$ cat src/rtl/verifica_senha_multi_if.sv
// Request/result bundle between keypad capture, the multi-slot password checker and lock control.
interface verifica_senha_multi_if #(
    parameter int IN_DIGITS = 20,
    parameter int PW_DIGITS = 12,
    parameter int NUM_PW    = 4
);
    localparam int IDX_W = (NUM_PW > 1) ? $clog2(NUM_PW) : 1;
    localparam int OFF_W = $clog2(IN_DIGITS);

    logic                          valid_in;
    logic                          abort;
    logic [4*IN_DIGITS-1:0]        senha_teste;
    logic [4*PW_DIGITS*NUM_PW-1:0] senha_real;
    logic [NUM_PW-1:0]             pw_en;
    logic                          busy;
    logic                          done;
    logic                          senha_ok;
    logic [IDX_W-1:0]              match_idx;
    logic [OFF_W-1:0]              match_off;

    modport master (
        output valid_in, abort, senha_teste, senha_real, pw_en,
        input  busy, done, senha_ok, match_idx, match_off
    );

    modport slave (
        input  valid_in, abort, senha_teste, senha_real, pw_en,
        output busy, done, senha_ok, match_idx, match_off
    );
endinterface

$ cat src/rtl/verifica_senha_multi.sv
// Multi-slot password checker: snapshots the entered digits and slides every enabled
// stored password over them, lowest slot first, then lowest offset first.
module verifica_senha_multi #(
    parameter int IN_DIGITS = 20,
    parameter int PW_DIGITS = 12,
    parameter int MIN_LEN   = 4,
    parameter int NUM_PW    = 4
) (
    input logic                   clk,
    input logic                   rst,
    verifica_senha_multi_if.slave bus
);
    localparam int IDX_W = (NUM_PW > 1) ? $clog2(NUM_PW) : 1;
    localparam int OFF_W = $clog2(IN_DIGITS);
    localparam int LEN_W = $clog2(PW_DIGITS + 1);
    localparam int PW_W  = 4 * PW_DIGITS;

    typedef enum logic [1:0] {S_IDLE, S_LEN, S_SCAN, S_DONE} state_t;

    state_t                 state_q, state_d;
    logic [IDX_W-1:0]       slot_q, slot_d;
    logic [OFF_W-1:0]       off_q, off_d;
    logic [LEN_W-1:0]       len_q, len_d;
    logic                   busy_q, busy_d;
    logic                   done_q, done_d;
    logic                   ok_q, ok_d;
    logic [IDX_W-1:0]       idx_q, idx_d;
    logic [OFF_W-1:0]       moff_q, moff_d;
    logic                   snap;

    logic [4*IN_DIGITS-1:0] teste_q;
    logic [PW_W*NUM_PW-1:0] real_q;
    logic [NUM_PW-1:0]      en_q;

    logic [PW_W-1:0]        cur_pw;
    logic                   cur_en;
    logic [LEN_W-1:0]       cur_len;
    logic [PW_W-1:0]        win;
    logic                   cur_valid, cur_match, last_slot, last_off;

    // Slot selection via constant-index mux keeps every select statically bounded.
    always_comb begin
        cur_pw = '1;
        cur_en = 1'b0;
        for (int s = 0; s < NUM_PW; s++) begin
            if (slot_q == IDX_W'(s)) begin
                cur_pw = real_q[s*PW_W +: PW_W];
                cur_en = en_q[s];
            end
        end
    end

    // Length = index of the first 4'hF; scanning downwards lets the lowest one win.
    always_comb begin
        cur_len = LEN_W'(PW_DIGITS);
        for (int i = PW_DIGITS - 1; i >= 0; i--) begin
            if (cur_pw[4*i +: 4] == 4'hF) cur_len = LEN_W'(i);
        end
    end

    // Window of the entered digits starting at the current offset; o+i is int-wide, so it never wraps.
    always_comb begin
        win       = '1;
        cur_match = 1'b1;
        for (int o = 0; o < IN_DIGITS; o++) begin
            if (off_q == OFF_W'(o)) begin
                for (int i = 0; i < PW_DIGITS; i++) begin
                    if (o + i < IN_DIGITS) win[4*i +: 4] = teste_q[4*(o+i) +: 4];
                end
            end
        end
        for (int i = 0; i < PW_DIGITS; i++) begin
            if (i < int'(len_q) && cur_pw[4*i +: 4] != win[4*i +: 4]) cur_match = 1'b0;
        end
    end

    assign cur_valid = cur_en && (int'(cur_len) >= MIN_LEN) && (int'(cur_len) <= IN_DIGITS);
    assign last_slot = (int'(slot_q) == NUM_PW - 1);
    assign last_off  = (int'(off_q) == IN_DIGITS - int'(len_q));

    // NOTE: every variable gets a default before the case so no path infers a latch.
    always_comb begin
        state_d = state_q;
        slot_d  = slot_q;
        off_d   = off_q;
        len_d   = len_q;
        busy_d  = busy_q;
        done_d  = 1'b0;
        ok_d    = ok_q;
        idx_d   = idx_q;
        moff_d  = moff_q;
        snap    = 1'b0;
        if (bus.abort) begin
            state_d = S_IDLE;
            busy_d  = 1'b0;
        end else begin
            case (state_q)
                S_IDLE: if (bus.valid_in) begin
                    state_d = S_LEN;
                    slot_d  = '0;
                    off_d   = '0;
                    busy_d  = 1'b1;
                    ok_d    = 1'b0;
                    idx_d   = '0;
                    moff_d  = '0;
                    snap    = 1'b1;
                end
                S_LEN: begin
                    if (cur_valid) begin
                        state_d = S_SCAN;
                        off_d   = '0;
                        len_d   = cur_len;
                    end else if (last_slot) begin
                        state_d = S_DONE;
                        done_d  = 1'b1;
                        busy_d  = 1'b0;
                    end else begin
                        slot_d  = slot_q + 1'b1;
                    end
                end
                S_SCAN: begin
                    if (cur_match) begin
                        state_d = S_DONE;
                        done_d  = 1'b1;
                        busy_d  = 1'b0;
                        ok_d    = 1'b1;
                        idx_d   = slot_q;
                        moff_d  = off_q;
                    end else if (last_off && last_slot) begin
                        state_d = S_DONE;
                        done_d  = 1'b1;
                        busy_d  = 1'b0;
                    end else if (last_off) begin
                        state_d = S_LEN;
                        slot_d  = slot_q + 1'b1;
                    end else begin
                        off_d   = off_q + 1'b1;
                    end
                end
                S_DONE:  state_d = S_IDLE;
                default: state_d = S_IDLE;
            endcase
        end
    end

    // NOTE: sequential state uses non-blocking assignments so all registers update together.
    always_ff @(posedge clk or negedge rst) begin
        if (!rst) begin
            state_q <= S_IDLE;
            slot_q  <= '0;
            off_q   <= '0;
            len_q   <= '0;
            busy_q  <= 1'b0;
            done_q  <= 1'b0;
            ok_q    <= 1'b0;
            idx_q   <= '0;
            moff_q  <= '0;
        end else begin
            state_q <= state_d;
            slot_q  <= slot_d;
            off_q   <= off_d;
            len_q   <= len_d;
            busy_q  <= busy_d;
            done_q  <= done_d;
            ok_q    <= ok_d;
            idx_q   <= idx_d;
            moff_q  <= moff_d;
        end
    end

    // NOTE: the snapshot is plain flops, not a memory, so it is cleared on reset like any register.
    always_ff @(posedge clk or negedge rst) begin
        if (!rst) begin
            teste_q <= '0;
            real_q  <= '0;
            en_q    <= '0;
        end else if (snap) begin
            teste_q <= bus.senha_teste;
            real_q  <= bus.senha_real;
            en_q    <= bus.pw_en;
        end
    end

    assign bus.busy      = busy_q;
    assign bus.done      = done_q;
    assign bus.senha_ok  = ok_q;
    assign bus.match_idx = idx_q;
    assign bus.match_off = moff_q;
endmodule

$ cat src/flat_wrapper.sv
// flat-port wrapper written by rule: the top's interface ports become plain ports
module verifica_senha_multi_flat 
#(
    parameter int IN_DIGITS = 20,
    parameter int PW_DIGITS = 12,
    parameter int MIN_LEN   = 4,
    parameter int NUM_PW    = 4
)
  (clk, rst, bus_valid_in, bus_abort, bus_senha_teste, bus_senha_real, bus_pw_en, bus_busy, bus_done, bus_senha_ok, bus_match_idx, bus_match_off);
  verifica_senha_multi_if #(.IN_DIGITS(IN_DIGITS), .PW_DIGITS(PW_DIGITS), .NUM_PW(NUM_PW)) bus_i ();
  input logic clk;
  input logic rst;
  input wire logic [$bits(bus_i.valid_in)-1:0] bus_valid_in;
  input wire logic [$bits(bus_i.abort)-1:0] bus_abort;
  input wire logic [$bits(bus_i.senha_teste)-1:0] bus_senha_teste;
  input wire logic [$bits(bus_i.senha_real)-1:0] bus_senha_real;
  input wire logic [$bits(bus_i.pw_en)-1:0] bus_pw_en;
  output wire logic [$bits(bus_i.busy)-1:0] bus_busy;
  output wire logic [$bits(bus_i.done)-1:0] bus_done;
  output wire logic [$bits(bus_i.senha_ok)-1:0] bus_senha_ok;
  output wire logic [$bits(bus_i.match_idx)-1:0] bus_match_idx;
  output wire logic [$bits(bus_i.match_off)-1:0] bus_match_off;
  assign bus_i.valid_in = bus_valid_in;
  assign bus_i.abort = bus_abort;
  assign bus_i.senha_teste = bus_senha_teste;
  assign bus_i.senha_real = bus_senha_real;
  assign bus_i.pw_en = bus_pw_en;
  assign bus_busy = bus_i.busy;
  assign bus_done = bus_i.done;
  assign bus_senha_ok = bus_i.senha_ok;
  assign bus_match_idx = bus_i.match_idx;
  assign bus_match_off = bus_i.match_off;
  verifica_senha_multi #(.IN_DIGITS(IN_DIGITS), .PW_DIGITS(PW_DIGITS), .MIN_LEN(MIN_LEN), .NUM_PW(NUM_PW)) u_core (.clk(clk), .rst(rst), .bus(bus_i));
endmodule
$ cat config.mk
export PLATFORM = sky130hd
export DESIGN_NAME = verifica_senha_multi_flat
export DESIGN_NICKNAME = d
export VERILOG_FILES = /design/src/rtl/verifica_senha_multi_if.sv /design/src/rtl/verifica_senha_multi.sv /design/src/flat_wrapper.sv
export SDC_FILE = /design/constraint.sdc
export NUM_CORES = 1
export LEC_CHECK = 0
export ABC_CLOCK_PERIOD_IN_PS = 10800
export CAP_MARGIN = 20
export CORE_MARGIN = 3
export CORE_UTILIZATION = 40
export DETAILED_ROUTE_END_ITERATION = 12
export HOLD_SLACK_MARGIN = 0.12
export PLACE_DENSITY = 0.58
export SETUP_SLACK_MARGIN = 0.3
export SYNTH_ARGS = -nofsm -noshare
export SYNTH_HDL_FRONTEND = slang
export SYNTH_SLANG_ARGS = --single-unit
$ cat constraint.sdc
create_clock -name clk -period 10.8 [get_ports clk]
set_input_delay 2.16 -clock clk [delete_from_list [all_inputs] [get_ports clk]]
set_output_delay 2.16 -clock clk [all_outputs]
set_load 0.05 [all_outputs]
# After elaboration in Yosys (flattened, before gate mapping)

Cells that the tools add are included.

Register bits: 299
Word-level logic and storage cells: 217

$add $sub $neg: 3
Magnitude comparators: 13
Eq/ne operators: 66
Mux-type cells: 96
Bitwise logic cells: 1
Reduce and logical (&&, ||, !) cells: 26

Operator list:

| operator           | count |
|---|---|
| $mux 48            | 13 |
| $eq 4x4->1 const B | 12 |
| $ne 4x4->1         | 12 |
| $mux 44            | 1 |
| $eq 5x4->1 const B | 8 |
| $mux 40            | 1 |
| $mux 36            | 1 |
| $mux 4             | 9 |
| $eq 6x32->1        | 1 |
| $mux 1             | 32 |
| $mux 32            | 1 |
| $mux 5             | 6 |
| $mux 2             | 14 |
| $mux 28            | 1 |
| $mux 24            | 1 |
| $eq 5x3->1 const B | 4 |
| $eq 5x5->1 const B | 4 |
| $mux 20            | 1 |
| $lt 3x4->1 const A | 4 |
| $lt 4x4->1 const A | 4 |
| $mux 16            | 1 |
| $pmux 5 s3         | 1 |
| $logic_and 1x1->1  | 14 |
| $mux 12            | 1 |
| other kinds (35)   | 58 |

# Logic depth before layout (Yosys ltp)

Depth in word-level cells: 38
Depth in mapped cells: 23
Mapped depth without buffers: 16

# Worst setup path before layout

No wires, ideal clock.

Kind: reg2reg
Start point: reg u_core.off_q[1]
End point: reg u_core.off_q[1]
Arrival time: 4.356 ns
Path slack: 6.318 ns
Stages on the path, launching flop included: 20
Buffers on the path: 4
Clock period less this slack: 4.482 ns
Cells stage by stage: dfrtp_1 ha_1 buf_2 buf_2 clkbuf_1 nand2_1 nor2_1 ha_1 a211oi_1 a32o_1 a211o_1 a41o_1 and4_1 or4_1 a211o_1 o41ai_2 and4_1 buf_4 nor2_1 a221o_1

Word-level cells in the longest chain between the ends: 37

RTL lines:

| element                    | RTL line                    | source |
|---|---|---|
| start, declared            | verifica_senha_multi.sv:22  | `logic [OFF_W-1:0] off_q, off_d;` |
| start signal, assigned     | verifica_senha_multi.sv:151 | `off_q <= '0;` |
| start signal, assigned     | verifica_senha_multi.sv:161 | `off_q <= off_d;` |
| $logic_not 5->1            | verifica_senha_multi.sv:66  | `if (off_q == OFF_W'(o)) begin` |
| $mux 48 (9 in series)      | verifica_senha_multi.sv:66  |  |
| $mux 44                    | verifica_senha_multi.sv:66  |  |
| $mux 40                    | verifica_senha_multi.sv:66  |  |
| $mux 36                    | verifica_senha_multi.sv:66  |  |
| $mux 32                    | verifica_senha_multi.sv:66  |  |
| $mux 28                    | verifica_senha_multi.sv:66  |  |
| $mux 24                    | verifica_senha_multi.sv:66  |  |
| [2 not listed]             | --                          |  |
| $mux 12                    | verifica_senha_multi.sv:66  |  |
| $mux 8                     | verifica_senha_multi.sv:66  |  |
| $mux 4                     | verifica_senha_multi.sv:66  |  |
| $ne 4x4->1                 | verifica_senha_multi.sv:73  | `if (i < int'(len_q) && cur_pw[4*i +: 4] != win[4*i +: 4]) cur_match = 1'b0;` |
| $logic_and 1x1->1          | verifica_senha_multi.sv:73  |  |
| $mux 1 (12 in series)      | verifica_senha_multi.sv:73  |  |
| $ne 2x2->1 (no line)       | --                          |  |
| $reduce_and 7->1 (no line) | --                          |  |

Parallel ways exist; a longest one is shown, timed or not. The select of a mux whose other input is x is not followed.
A chain may end at the register's enable or synchronous reset.

# Worst setup path after layout

Start point: reg u_core.off_q[0]
End point: reg u_core.off_q[4]

The elaborated chain is that of the path after synthesis.

==> impl_results.md <==
- Port bufs: around 290
- Largest net degree at the start of global routing: between 150 and 200
- Max_slew headroom: between 20% and 30%
- Post-CTS sizing: 0
- Startpoint Class: flop
- Clock Latency Late Sink: roughly 0.57 ns
- IO Pins: 290
- Fin crit share: 63.5%
- CTS sink cnt: 299
- Mux cell area share after synthesis: about 15%
- Synth async-reset ratio: 100%
- DR iter-0 viols: approximately 3500
- Htree depth: 2
- XOR/XNOR share of the synthesized area: between 1.5 and 2%
- Critical path fanouts, max: around 50
- Final worst slack: approximately 4 ns
- R2R depth: 19
- Hold-fix buffers, CTS: 0
- Pwr dens: 301 mW/mm^2
- Commonest non-fill, non-tap cell in the layout: dfrtp_1
- Setup TNS: 0 ns
- Worst hold path class: reg2reg
- # rows: 85
- Syn nets: between 2000 and 3000
- Syn Area/Cell: around 8.7 um^2
- Main combinational cell family by area after synthesis: compound AO/OA/AOI/OAI gates
- Total GRT Usage: around 39%
- Synth Area in Simple Gates: 14.1%
- Post-Syn Instances: 2555
- Residual DRC: 0
- Peak VDD IR: 167 uV
- Reg clk slew, reported paths: approximately 0.06 ns
- Crit Path Class: reg2reg
- First-pass DRT Iterations: 7
- CP required: about 11 ns
- WL/cell: between 30 and 40 um
- Core box area: about 0.055 mm^2
- Post-CTS Setup Bufs: 0
- Vias: roughly 24000
- Layout Skew: around 0.017 ns
- Vias in the first global route: 23300
- RSZ-0062 raised after global routing: false
- Number of synthesized flops with an enable pin: 0
- Post-route ant nets: 0
- Leak Pwr: 10.2 nW
- Final hold violation count: 0
- Area Overhead vs Synth: 20.5%
- Reg-to-reg setup timing slack: roughly 3.9 ns
- Post-DP HPWL: 82900 um
- Critical Path AT: approximately 7.3 ns
- Chip width: roughly 240 um
- Sequential share of the synthesized area: between 30% and 40%
- Cell variety after synth: between 90 and 100
- Critical Path End Type: flop
- Gpl congestion: between 1 and 1.5
- Routed WL: ~120000 um
- First-pass GRT wire length: around 170000 um
- Fmax: between 100 and 150 MHz
- Worst Setup SP: u_core.off_q[0]$_DFFE_PN0P_
- Slew @ Worst Pin: 1.18 ns
- Most frequent cells in the layout: dfrtp_1, clkdlybuf4s50_1, mux2_2
- Design Power: ~8 mW
- Synth Flop Type: dfrtp_1
- Share of layout cells above drive strength 1: 17.4%
- Post-route minimum period: just under 7 ns
- Yosys reg bits: around 300
- Worst r2r src: u_core.off_q[0]$_DFFE_PN0P_
- Pre-CTS setup slack: 4.20 ns
- CP endpoint: u_core.off_q[4]$_DFFE_PN0P_
- Clock root buffer master: clkbuf_16
- Die ar.: slightly below 0.06 mm^2
- Die Ht: roughly 240 um
- Compound-gate portion of the synthesized area: 28.6%
- Synth Cell Area: 0.0223 mm^2
- Grt ovf: 0
- Final Max Tran Viols: 0
- Starting Density: between 40% and 50%
- Nets: 2970
- CTS buffer count: 36
- Clk buf depth: 3
- Status: finished, final reports clean
- Initial antenna violation count: 11
- Via density: 6.95
- Synth Warn #: 0
- R2r endpoint: u_core.off_q[4]$_DFFE_PN0P_
- CTS tree: yes
- Synth Area in Adders: less than 1%
- Max-Cap Viols: 0
- Final setup viols: 0
==> worst min-delay path by stage <==
stage / startpoint / endpoint / slack, ns / cells past startpoint
after floorplan: u_core.teste_q[1]$_DFFE_PN0P_ / u_core.teste_q[1]$_DFFE_PN0P_ / 0.47 / 1
after global placement: u_core.real_q[188]$_DFFE_PN0P_ / u_core.real_q[188]$_DFFE_PN0P_ / 0.48 / 1
after detailed placement: u_core.real_q[177]$_DFFE_PN0P_ / u_core.real_q[177]$_DFFE_PN0P_ / 0.49 / 1
after CTS: u_core.real_q[177]$_DFFE_PN0P_ / u_core.real_q[177]$_DFFE_PN0P_ / 0.50 / 1
after global routing: u_core.real_q[158]$_DFFE_PN0P_ / u_core.real_q[158]$_DFFE_PN0P_ / 0.52 / 1
final: u_core.real_q[148]$_DFFE_PN0P_ / u_core.real_q[148]$_DFFE_PN0P_ / 0.50 / 1
==> synthesized netlist by cell type, drive strengths merged, types with 33 or more instances <==
library cell / count / area [um^2]
a21oi: 203 / 1020
buf: 91 / 455
o22ai: 102 / 638
inv: 54 / 203
nand2: 166 / 623
clkbuf: 202 / 759
o211ai: 48 / 360
a221oi: 33 / 289
nor2: 144 / 543
a31oi: 35 / 219
nor3: 33 / 170
o21ai: 202 / 1010
mux2: 281 / 3160
a22oi: 39 / 293
dfrtp: 299 / 7480
o221ai: 46 / 403
nor2b: 44 / 275
nand3: 41 / 205
==> sequential cells by signal (all words and copies together), names as in the netlist <==
register              cells
u_core.real_q           192
u_core.teste_q           80
u_core.bus.match_off      5
u_core.off_q              5
u_core.en_q               4
u_core.len_q              4
u_core.bus.match_idx      2
u_core.slot_q             2
u_core.state_q            2
u_core.bus.busy           1
u_core.bus.done           1
u_core.bus.senha_ok       1
==> cells by family (layout without fill, tap and decap cells) <==
family	Yosys count	in the layout
AOI/OAI and AO/OA	953	953
xor gates and xnor gates	39	39
adders and majority gates	16	16
buffers and inverters	347	493
DFF	299	299
muxes	299	299
other	0	6
and+or+nand+nor	602	602
==> metal layers <==
layer,global-route usage (%),vias to the layer above,wire length (um)
met5,0,-,43
met2,57.6,1720,50000
met1,49.1,11800,45400
li1,-,9949,-
met3,12.7,504,14000
met4,21.6,6,8480
==> per-stage QoR <==
stage               util, %  instance area [um^2]  std cells  hold WS [ns]
CTS                    49.2                 26900       3437         0.501
global route           49.3                 26900       3442         0.517
global placement       47.0                 25600       3371         0.481
detailed placement     47.0                 25700       3372         0.489
finish                 49.3                 26900       3446         0.499
floorplan                 -                 22300       2555         0.473
==> power by group <==
group          switching (mW)  internal (mW)
Sequential              0.841           1.65
Combinational            2.69           1.69
Clock                   0.512          0.721
Total                    4.04           4.07
==> worst max-delay path, stage by stage, from the launching register on <==
cell	delay [ns]
dfrtp_1	0.55
ha_2	0.23
buf_4	0.44
buf_4	0.66
nand2_1	0.22
nor2_1	0.15
ha_1	0.20
buf_4	0.42
inv_1	0.27
o211ai_1	0.18
a21oi_1	0.08
o41ai_1	0.40
and3_1	0.34
xor2_1	0.17
nand4_1	0.14
a21o_1	0.28
a2111oi_1	0.54
and4_1	0.80
nor2_1	0.23
a221o_1	0.37
==> layout make-up <==
class	count	area [um^2]
Fill cell	5236	27600
Multi-Input combinational cell	1909	13500
Sequential cell	299	7490
Timing Repair Buffer	374	3580
Clock buffer	52	1030
Tap cell	739	925
Inverter	54	203
Clock inverter	13	166
Antenna cell	6	15.0
Power figures use the tool's default switching activity.
